### config.mk
export PLATFORM = sky130hd
export DESIGN_NAME = mips_mc_sequencer
export DESIGN_NICKNAME = d
export VERILOG_FILES = /design/src/rtl/mips_pkg.sv /design/src/rtl/mips_decode.sv /design/src/rtl/mips_mc_sequencer.sv
export SDC_FILE = /design/constraint.sdc
export NUM_CORES = 1
export LEC_CHECK = 0
export BUFFER_PORTS_ARGS = -buffer_cell sky130_fd_sc_hd__buf_2
export CAP_MARGIN = 20
export CORE_ASPECT_RATIO = 2
export CORE_MARGIN = 1
export CORE_UTILIZATION = 47
export CTS_CLUSTER_DIAMETER = 50
export DETAILED_ROUTE_END_ITERATION = 10
export PLACE_DENSITY = 0.8
export SLEW_MARGIN = 20
export SYNTH_ARGS = -nofsm -noshare
export SYNTH_HDL_FRONTEND = slang
export SYNTH_HIERARCHICAL = 1
export SYNTH_SLANG_ARGS = --single-unit
### constraint.sdc
create_clock -name clk -period 6.6 [get_ports clk]
set_input_delay 0.33 -clock clk [delete_from_list [all_inputs] [get_ports clk]]
set_output_delay 0.33 -clock clk [all_outputs]
set_load 0.02 [all_outputs]
### src/rtl/mips_pkg.sv
// Shared constants for the multi-cycle MIPS datapath and its control sequencer.
package mips_pkg;

   // FSM state encoding, kept as plain constants so legacy code can compare raw values
   typedef logic [2:0] state_t;
   localparam state_t StIdle      = 3'd0;
   localparam state_t StFetch     = 3'd1;
   localparam state_t StDecode    = 3'd2;
   localparam state_t StExecute   = 3'd3;
   localparam state_t StWriteback = 3'd4;
   localparam state_t StHalt      = 3'd5;
   localparam state_t StError     = 3'd6;

   // ALU operation codes
   localparam logic [1:0] AluAdd = 2'b00;
   localparam logic [1:0] AluSub = 2'b01;
   localparam logic [1:0] AluAnd = 2'b10;
   localparam logic [1:0] AluSlt = 2'b11;

   // PC source select
   localparam logic [1:0] PcPlus4  = 2'd0;
   localparam logic [1:0] PcRs     = 2'd1;
   localparam logic [1:0] PcJump   = 2'd2;
   localparam logic [1:0] PcBranch = 2'd3;

   // Primary opcodes
   localparam logic [5:0] OpRtype = 6'b000000;
   localparam logic [5:0] OpAddi  = 6'b001000;
   localparam logic [5:0] OpBeq   = 6'b000100;
   localparam logic [5:0] OpBne   = 6'b000101;
   localparam logic [5:0] OpBlt   = 6'b001010;
   localparam logic [5:0] OpBgt   = 6'b001011;
   localparam logic [5:0] OpJ     = 6'b000010;
   localparam logic [5:0] OpHalt  = 6'b111111;

   // R-type function codes
   localparam logic [5:0] FnAdd = 6'b100000;
   localparam logic [5:0] FnSub = 6'b100010;
   localparam logic [5:0] FnAnd = 6'b100100;
   localparam logic [5:0] FnSlt = 6'b101010;
   localparam logic [5:0] FnJr  = 6'b001000;

   // Error codes
   localparam logic [1:0] ErrNone    = 2'd0;
   localparam logic [1:0] ErrIllegal = 2'd1;
   localparam logic [1:0] ErrTimeout = 2'd2;

   // Instruction class as seen by the sequencer
   typedef enum logic [2:0] {
      ClsAlu, ClsBeq, ClsBne, ClsBlt, ClsBgt, ClsJ, ClsJr, ClsHalt
   } instr_class_e;

endpackage

### src/rtl/mips_decode.sv
// Combinational instruction classifier: opcode/funct -> class and ALU controls.
module mips_decode
   import mips_pkg::*;
(
   input  logic [5:0]   opcode_i,
   input  logic [5:0]   funct_i,
   output instr_class_e cls_o,
   output logic [1:0]   alu_op_o,
   output logic         alu_src_o,
   output logic         alu_swap_o,
   output logic         illegal_o,
   output logic         is_branch_o,
   output logic         is_halt_o
);

   // Classify the instruction; anything not listed is flagged illegal
   always_comb begin
      cls_o       = ClsAlu;
      alu_op_o    = AluAdd;
      alu_src_o   = 1'b0;
      alu_swap_o  = 1'b0;
      illegal_o   = 1'b0;
      is_branch_o = 1'b0;
      is_halt_o   = 1'b0;
      case (opcode_i)
         OpRtype: begin
            case (funct_i)
               FnAdd: alu_op_o = AluAdd;
               FnSub: alu_op_o = AluSub;
               FnAnd: alu_op_o = AluAnd;
               FnSlt: alu_op_o = AluSlt;
               FnJr: begin
                  cls_o       = ClsJr;
                  is_branch_o = 1'b1;
               end
               default: illegal_o = 1'b1;
            endcase
         end
         OpAddi: alu_src_o = 1'b1;
         OpBeq: begin
            cls_o       = ClsBeq;
            alu_op_o    = AluSub;
            is_branch_o = 1'b1;
         end
         OpBne: begin
            cls_o       = ClsBne;
            alu_op_o    = AluSub;
            is_branch_o = 1'b1;
         end
         OpBlt: begin
            cls_o       = ClsBlt;
            alu_op_o    = AluSlt;
            is_branch_o = 1'b1;
         end
         OpBgt: begin
            // a > b evaluated as b < a by swapping operands
            cls_o       = ClsBgt;
            alu_op_o    = AluSlt;
            alu_swap_o  = 1'b1;
            is_branch_o = 1'b1;
         end
         OpJ: begin
            cls_o       = ClsJ;
            is_branch_o = 1'b1;
         end
         OpHalt: begin
            cls_o     = ClsHalt;
            is_halt_o = 1'b1;
         end
         default: illegal_o = 1'b1;
      endcase
   end

endmodule

### src/rtl/mips_mc_sequencer.sv
// Multi-cycle FETCH/DECODE/EXECUTE/WRITEBACK control sequencer for the MIPS datapath.
module mips_mc_sequencer
   import mips_pkg::*;
#(
   parameter int unsigned IMEM_TIMEOUT = 15,
   parameter int unsigned INSTRET_W    = 32
) (
   input  logic                 clk,
   input  logic                 reset,
   input  logic                 start,
   output logic                 imem_req,
   input  logic                 imem_ack,
   input  logic [31:0]          imem_rdata,
   output logic [31:0]          ir,
   output logic                 alu_src,
   output logic                 alu_swap,
   output logic [1:0]           alu_op,
   input  logic                 alu_zero,
   input  logic                 alu_lt,
   output logic                 reg_write,
   output logic [1:0]           pc_sel,
   output logic                 pc_we,
   output logic [2:0]           state,
   output logic [INSTRET_W-1:0] instret,
   output logic                 halted,
   output logic                 error,
   output logic [1:0]           err_code
);

   // Counter value seen in the last permitted FETCH cycle
   localparam logic [7:0] TmoLast = 8'(IMEM_TIMEOUT - 1);

   state_t                 state_q, state_d;
   logic [31:0]            ir_q, ir_d;
   logic [7:0]             tmo_q, tmo_d;
   logic [INSTRET_W-1:0]   instret_q, instret_d;
   logic                   halted_q, halted_d;
   logic                   error_q, error_d;
   logic [1:0]             err_code_q, err_code_d;

   instr_class_e dec_cls;
   logic [1:0]   dec_alu_op;
   logic         dec_alu_src, dec_alu_swap, dec_illegal, dec_is_branch, dec_is_halt;

   mips_decode u_decode (
      .opcode_i    (ir_q[31:26]),
      .funct_i     (ir_q[5:0]),
      .cls_o       (dec_cls),
      .alu_op_o    (dec_alu_op),
      .alu_src_o   (dec_alu_src),
      .alu_swap_o  (dec_alu_swap),
      .illegal_o   (dec_illegal),
      .is_branch_o (dec_is_branch),
      .is_halt_o   (dec_is_halt)
   );

   // Next-state, timeout, retire and sticky-status logic
   always_comb begin
      state_d    = state_q;
      ir_d       = ir_q;
      tmo_d      = tmo_q;
      instret_d  = instret_q;
      halted_d   = halted_q;
      error_d    = error_q;
      err_code_d = err_code_q;
      case (state_q)
         StIdle: if (start) state_d = StFetch;
         StFetch: begin
            if (imem_ack) begin
               // ack takes priority over an expiring timeout
               ir_d    = imem_rdata;
               tmo_d   = 8'd0;
               state_d = StDecode;
            end else if (tmo_q == TmoLast) begin
               tmo_d      = 8'd0;
               error_d    = 1'b1;
               err_code_d = ErrTimeout;
               state_d    = StError;
            end else begin
               tmo_d = tmo_q + 8'd1;
            end
         end
         StDecode: begin
            if (dec_illegal) begin
               error_d    = 1'b1;
               err_code_d = ErrIllegal;
               state_d    = StError;
            end else begin
               state_d = StExecute;
            end
         end
         StExecute: begin
            if (dec_is_halt) begin
               halted_d  = 1'b1;
               instret_d = instret_q + INSTRET_W'(1);
               state_d   = StHalt;
            end else if (dec_is_branch) begin
               instret_d = instret_q + INSTRET_W'(1);
               state_d   = StFetch;
            end else begin
               state_d = StWriteback;
            end
         end
         StWriteback: begin
            instret_d = instret_q + INSTRET_W'(1);
            state_d   = StFetch;
         end
         default: ;
      endcase
   end

   // Per-state datapath controls; branch outcome resolved from live ALU flags
   always_comb begin
      imem_req  = (state_q == StFetch);
      alu_src   = 1'b0;
      alu_swap  = 1'b0;
      alu_op    = AluAdd;
      reg_write = 1'b0;
      pc_we     = 1'b0;
      pc_sel    = PcPlus4;
      case (state_q)
         StExecute: begin
            alu_src  = dec_alu_src;
            alu_swap = dec_alu_swap;
            alu_op   = dec_alu_op;
            pc_we    = dec_is_branch;
            case (dec_cls)
               ClsBeq:  pc_sel = alu_zero  ? PcBranch : PcPlus4;
               ClsBne:  pc_sel = !alu_zero ? PcBranch : PcPlus4;
               ClsBlt:  pc_sel = alu_lt    ? PcBranch : PcPlus4;
               ClsBgt:  pc_sel = alu_lt    ? PcBranch : PcPlus4;
               ClsJ:    pc_sel = PcJump;
               ClsJr:   pc_sel = PcRs;
               default: pc_sel = PcPlus4;
            endcase
         end
         StWriteback: begin
            // ALU controls held so the write-back value stays stable
            alu_src   = dec_alu_src;
            alu_swap  = dec_alu_swap;
            alu_op    = dec_alu_op;
            reg_write = 1'b1;
            pc_we     = 1'b1;
         end
         default: ;
      endcase
   end

   // State registers with asynchronous active-high reset
   always_ff @(posedge clk or posedge reset) begin
      if (reset) begin
         state_q    <= StIdle;
         ir_q       <= 32'd0;
         tmo_q      <= 8'd0;
         instret_q  <= '0;
         halted_q   <= 1'b0;
         error_q    <= 1'b0;
         err_code_q <= ErrNone;
      end else begin
         state_q    <= state_d;
         ir_q       <= ir_d;
         tmo_q      <= tmo_d;
         instret_q  <= instret_d;
         halted_q   <= halted_d;
         error_q    <= error_d;
         err_code_q <= err_code_d;
      end
   end

   assign state    = state_q;
   assign ir       = ir_q;
   assign instret  = instret_q;
   assign halted   = halted_q;
   assign error    = error_q;
   assign err_code = err_code_q;

endmodule
==> flow_summary_export.csv, run 1 <==
group,metric,value,unit
critical_path,reg2regPathDepth,8,
critical_path,crit_top_cell,"a211oi_1",
global_route,grt_max_degree,80,
route,firstDrtPassIters,4,
timing,hold_violations,0,
floorplan,core-area,0.00800,mm²
timing,fmax,330,MHz
floorplan,initial_utilization,48.9,%
finish,layout_commonest_cell,"buf_2",
global_route,grt_pass1_wl,14300,µm
finish,most-common-layout-cells,"117 x buf_2, 79 x dfrtp_1, 33 x nand2_1, 31 x mux2_2, 28 x xnor2_1",
logic_synthesis,synth-seq-cells,79,
timing,min_period,3.03,ns
logic_synthesis,synth.area.top_cells,"dfrtp_1 51%, mux2_2 8.9%, xnor2_1 6.3%",
critical_path,crit_path_cell_trace,"nor4b_2 -> a211oi_1 -> a211oi_1 -> o21ai_0 -> o21ba_1 -> nor4b_4 -> nand3_1 -> xnor2_1",
route,first_iter_violations,134,
logic_synthesis,async_flop_share,100,%
clock_network,path_clk_slew,0.07,ns
route,drt-wirelength-per-cell,15.8,µm
timing,slew_headroom,48.2,%
critical_path,path_class,"register to register",
logic_synthesis,synth_edf_count,0,
finish,multiInputGateArea,0.00182,mm²
placement,dp_hpwl,6830,µm
logic_synthesis,syn_inst,354,
finish,fin_nets,514,
logic_synthesis,synth_area_leader_cell,"dfrtp_1",
timing,setup_tns,0,ns
clock_network,ctsHoldBuffers,0,
critical_path,cp_slowest_stage_delay,0.53,ns
critical_path,crit_slowest_cell,"nor4b_4",
logic_synthesis,ys_seq_area_share,50.6,%
floorplan,rows,46,
timing,layout_setup_ws,3.57,ns
global_route,grt_overflow,0,
pwr,total_power,2.14,mW
logic_synthesis,ys_types,55,
placement,io_buffers,117,
clock_network,clock-root-buffer,"clkbuf_16",
critical_path,cp_max_fo,9,
clock_network,cts_resized,0,
clock_network,clock-sinks,79,
logic_synthesis,syn_area,0.00391,mm²
critical_path,critPathLaunchType,"register",
placement,place_ws,3.60,ns
finish,insertedDiodeCount,0,
critical_path,arrival,3.26,ns
route,drc,0,
critical_path,r2r_slack,3.57,ns
finish,fillers,681,
timing,tightest_slew,0.767,ns
logic_synthesis,synthesis.nets,395,
min_path,hp-class,"input port to asynchronous set/reset pin",
finish,drive_gt1_share,37.0,%
route,vias,3088,
logic_synthesis,synth_ff_type,"dfrtp_1",
logic_synthesis,ys_warn_count,6,
job,cap_violations,0,
placement,gp_congestion,0.813,
route,wirelength,9090,µm
pwr,ir_drop,0.203,mV
timing,slew_violations,0,
pwr,power_leakage,2.35,nW
logic_synthesis,syn_area_per_cell,11.0,µm²
floorplan,fp.dieW,66.5,µm
floorplan,ios,118,
timing,setup_viol,0,
global_route,track_usage,22.3,%
clock_network,clkLatencyLatePin,0.34,ns
critical_path,worst-path-buf-inv,0,
timing,skew,0.00749,ns
finish,regArea,0.00198,mm²
global_route,antenna_found_initial,0,
critical_path,r2r-end,"instret[21]",
route,vias_per_cell,5.38,
critical_path,path_delay_family,"simple AND/OR/NAND/NOR gates",
floorplan,die_h,131,µm
outcome,status,"completed",
clock_network,cts.path.max_buffers,2,
critical_path,r2r_start,"ir[1]",
clock_network,cts_tree,"done",
finish,layout-area-overhead-vs-synth,24.3,%
timing,whs,0.165,ns
critical_path,crit_path_end_kind,"register",
floorplan,die_area,0.00871,mm²
pwr,p_per_area,440,mW/mm²
route,drtAntennaViolNets,0,
clock_network,h-tree-depth,3,
clock_network,post-cts-setup-buffers,0,
global_route,grt_pass1_vias,2953,
timing,rsz0062_at_grt,"no",
timing,fin_crit_sh,45.9,%
logic_synthesis,synth_top_area_share,50.6,%
critical_path,critical_path_required,6.83,ns
finish,postLayoutCoreUtil,60.7,%
clock_network,cts_buffers,9,
## report_power, final
group	leakage (nW)	switching, mW	internal, mW	total (mW)
Sequential	1.01	0.184	0.632	0.816
Combinational	1.19	0.473	0.335	0.807
Clock	0.151	0.212	0.302	0.514
Total	2.35	0.868	1.27	2.14
## kinds of logic after synthesis
logic type | after synthesis | share of synthesized area (%)
AOI/OAI and AO/OA | 51 | 8.32
muxes | 33 | 9.47
and+or+nand+nor | 136 | 20.3
buffers and inverters | 19 | 2.98
adders and majority gates | 3 | 0.960
DFF | 79 | 50.6
xor gates and xnor gates | 33 | 7.39
## synth_stat cells (all sizes together) (2+ instances only)
library cell,n
o21ai,19
nor3,6
a21o,6
xnor2,28
o31ai,2
nor2b,6
dfrtp,79
a21oi,10
buf,10
nor2,23
nor4b,4
ha,3
or3,5
nand2b,7
and2,3
nand4,10
and3b,2
nor4,3
nand3,15
and4,3
nand2,33
nor3b,4
xor2,5
and3,8
inv,8
a31oi,2
a211oi,2
or4,2
mux2,32
## final cells by class
cell class / instances / share of cell area, %
multi-input cells: 256 / 37.4
clock inverters: 7 / 1.78
repair buffers: 119 / 12.4
flip-flops and latches: 79 / 40.7
well taps: 96 / 2.47
clock buffers: 9 / 4.63
inverters: 8 / 0.618
## worst max path at each step
stage                      from     endpoint  slack (ns)  cells past startpoint
final                     ir[1]  instret[21]        3.57                      8
after global routing      ir[1]  instret[21]        3.31                      8
after CTS                 ir[1]  instret[21]        3.58                      8
after detailed placement  ir[1]  instret[21]        3.60                      8
after global placement    ir[1]  instret[29]        3.74                      8
after floorplan           ir[1]  instret[13]        4.00                      9
## flip-flops by register name, indices dropped and copies added, names as in the netlist
signal	cells
tmo_q	8
error	1
instret	32
ir	32
state	3
halted	1
err_code	2
## metrics by stage
stage	instance area [µm²]	std cells
final	4860	574
after global routing	4860	574
after CTS	4860	574
after detailed placement	4540	558
after global placement	4540	558
after floorplan	3910	354
## worst min-delay path: stages
cell	delay (ns)
buf_2	0.10
inv_2	0.04
buf_6	0.53
## metal layers
metal | share of wire (%) | up-vias | track usage (%)
li1 | - | 1494 | -
met1 | 36 | 1492 | 22.2
met2 | 58 | 82 | 42.1
met3 | 3.0 | 20 | 3.39
met4 | 3.0 | 0 | 13.1
met5 | 0 | - | 0
(Power assumes the default switching activity.)
==> run 2: changes to the inputs <==
PLACE_DENSITY = 0.83   (was 0.8)
clock period = 2.55 ns   (was 6.6 ns; I/O delays follow)
==> run 2 against run 1 <==
Against the previous run: the flow now finishes with violations (hold timing); hold slack worse by 0.23 ns; count of clock-buffer cells in the layout up 1; final cell count up 5.4%; global-route usage up 2.3 points; highest routed layer unchanged.
==> flow_summary_export.csv, run 2 (synthesis results as in run 1) <==
group,metric,value,unit
clock_network,clock-sinks,79,
floorplan,die_h,131,µm
clock_network,h-tree-depth,3,
critical_path,arrival,2.38,ns
floorplan,die_area,0.00871,mm²
timing,slew_violations,0,
finish,regArea,0.00198,mm²
global_route,grt_pass1_vias,3334,
clock_network,clkLatencyLatePin,0.33,ns
timing,min_period,2.50,ns
pwr,power_leakage,2.51,nW
timing,fin_crit_sh,98.2,%
pwr,netSwitchingPower,2.34,mW
timing,slew_headroom,51.8,%
global_route,antenna_found_initial,0,
timing,whs,-0.0694,ns
timing,setup_tns,0,ns
clock_network,clock-root-buffer,"clkbuf_16",
floorplan,ios,118,
placement,dp.cells,584,
finish,fin_area,0.00516,mm²
critical_path,critPathLaunchType,"register",
min_path,hp-class,"input port to asynchronous set/reset pin",
outcome,failed_checks,"hold timing",
route,drt-wirelength-per-cell,16.6,µm
clock_network,ctsHoldBuffers,0,
route,firstDrtPassIters,5,
finish,fillers,633,
timing,fmax,399,MHz
critical_path,crit_slowest_cell,"or4_4",
floorplan,fp.dieW,66.5,µm
route,vias_per_cell,5.49,
floorplan,initial_utilization,48.9,%
floorplan,rows,46,
pwr,p_per_area,1150,mW/mm²
finish,most-common-layout-cells,"116 x buf_2, 76 x dfrtp_1, 33 x nand2_1, 31 x mux2_2, 31 x buf_4",
finish,drive_gt1_share,42.8,%
job,cap_violations,0,
timing,hold_violations,59,
pwr,internal-power,3.57,mW
pwr,seq_power_share,33.9,%
timing,tightest_slew,0.723,ns
global_route,grt_max_degree,62,
clock_network,cts_buffers,9,
route,drc,0,
placement,io_buffers,117,
critical_path,cp_slowest_stage_delay,0.55,ns
route,wirelength,10100,µm
critical_path,crit_path_end_kind,"output pin",
critical_path,crit_path_cell_trace,"buf_6 -> or4_4 -> o31ai_4 -> nand2b_4 -> a221o_1 -> and3_4 -> buf_6",
critical_path,cp_max_fo,9,
pwr,clockPowerShare,21.7,%
finish,fin_nets,545,
pwr,combPwrFrac,44.4,%
timing,setup_viol,0,
critical_path,path_class,"register to output pin",
timing,skew,0.00756,ns
placement,gp_congestion,0.867,
pwr,ir_drop,0.640,mV
critical_path,critical_path_required,2.42,ns
floorplan,core-area,0.00800,mm²
outcome,status,"finished, violations left",
clock_network,cts_tree,"done",
finish,layout-area-overhead-vs-synth,32.0,%
clock_network,cts.path.max_buffers,2,
global_route,grt_overflow,0,
global_route,grt_pass1_wl,15900,µm
placement,dp_hpwl,7450,µm
global_route,track_usage,24.6,%
finish,multiInputGateArea,0.00187,mm²
finish,insertedDiodeCount,0,
placement,placed_area,0.00475,mm²
critical_path,crit_top_cell,"buf_6",
route,drtAntennaViolNets,0,
finish,final_cells,605,
pwr,switching_share,39.6,%
finish,postLayoutCoreUtil,64.5,%
finish,layout_commonest_cell,"buf_2",
route,first_iter_violations,123,
clock_network,path_clk_slew,0.06,ns
route,vias,3319,
[run 2: cell types whose count changed in the layout (fill, tap and decap cells not counted), moves of 2 or more]
cell / before / now
buf_4: 1 / 31
dfrtp_1: 79 / 76
dfrtp_2: 0 / 3
inv_6: 3 / 1
inv_8: 2 / 0
o21ai_0: 17 / 15
[run 2: metal layers]
metal,track usage [%],up-vias,wire length (µm)
li1,-,1556,-
met1,24.5,1629,3510
met2,46.2,109,5850
met3,5.12,25,389
met4,12.8,0,328
met5,0,-,0
[run 2: timing repair]
action | in CTS | in global routing
setup buffers | 0 | 6
resized for setup | 6 | 10
pin swaps | 3 | 5
setup endpoints to repair | 5 | 23
[run 2: area by class of cell]
cell class              count  share of cell area, %
clock buffers              10                   4.63
clock inverters             6                   1.31
inverters                   8                  0.630
multi-input cells         256                   36.1
flip-flops and latches     79                   38.4
well taps                  96                   2.33
repair buffers            150                   16.6
[run 2: power groups by stage]
stage / combinational [mW] / clock, mW / sequential [mW]
2_1_floorplan: 1.18 / 0 / 2.41
3_3_place_gp: 2.37 / 0 / 2.00
3_5_place_dp: 2.45 / 0 / 2.04
4_1_cts: 2.49 / 1.32 / 2.02
5_1_grt: 2.83 / 1.36 / 2.07
6_report: 2.62 / 1.28 / 2.00
[run 2: worst paths after layout]
check | end | cells past startpoint | startpoint | slack (ns)
max | pc_sel[0] | 7 | ir[31] | 0.05
min | instret[14] | 2 | reset | -0.07
max reg2reg | instret[13] | 9 | ir[2] | 0.16
min reg2reg | halted | 1 | halted | 0.47
max in group asynchronous | ir[26] | 3 | reset | 1.97
min in group clk | ir[20] | 2 | imem_rdata[20] | 0.03
[run 2: critical path, delay by kind of cell (launching register included)]
family / cells / cell delay (ns)
flops: 1 / 0.39
compound gates: 2 / 0.50
buf+inv: 2 / 0.25
simple gates: 3 / 0.92
[run 2: through the flow]
step           setup slack [ns]  power [mW]  hold WS (ns)
2_1_floorplan            0.0271        3.59         0.262
3_3_place_gp             0.0451        4.38         0.349
3_5_place_dp            -0.0420        4.48         0.363
4_1_cts                  0.0120        5.82        0.0133
5_1_grt                 -0.0356        6.25       0.00530
6_report                 0.0458        5.91       -0.0694
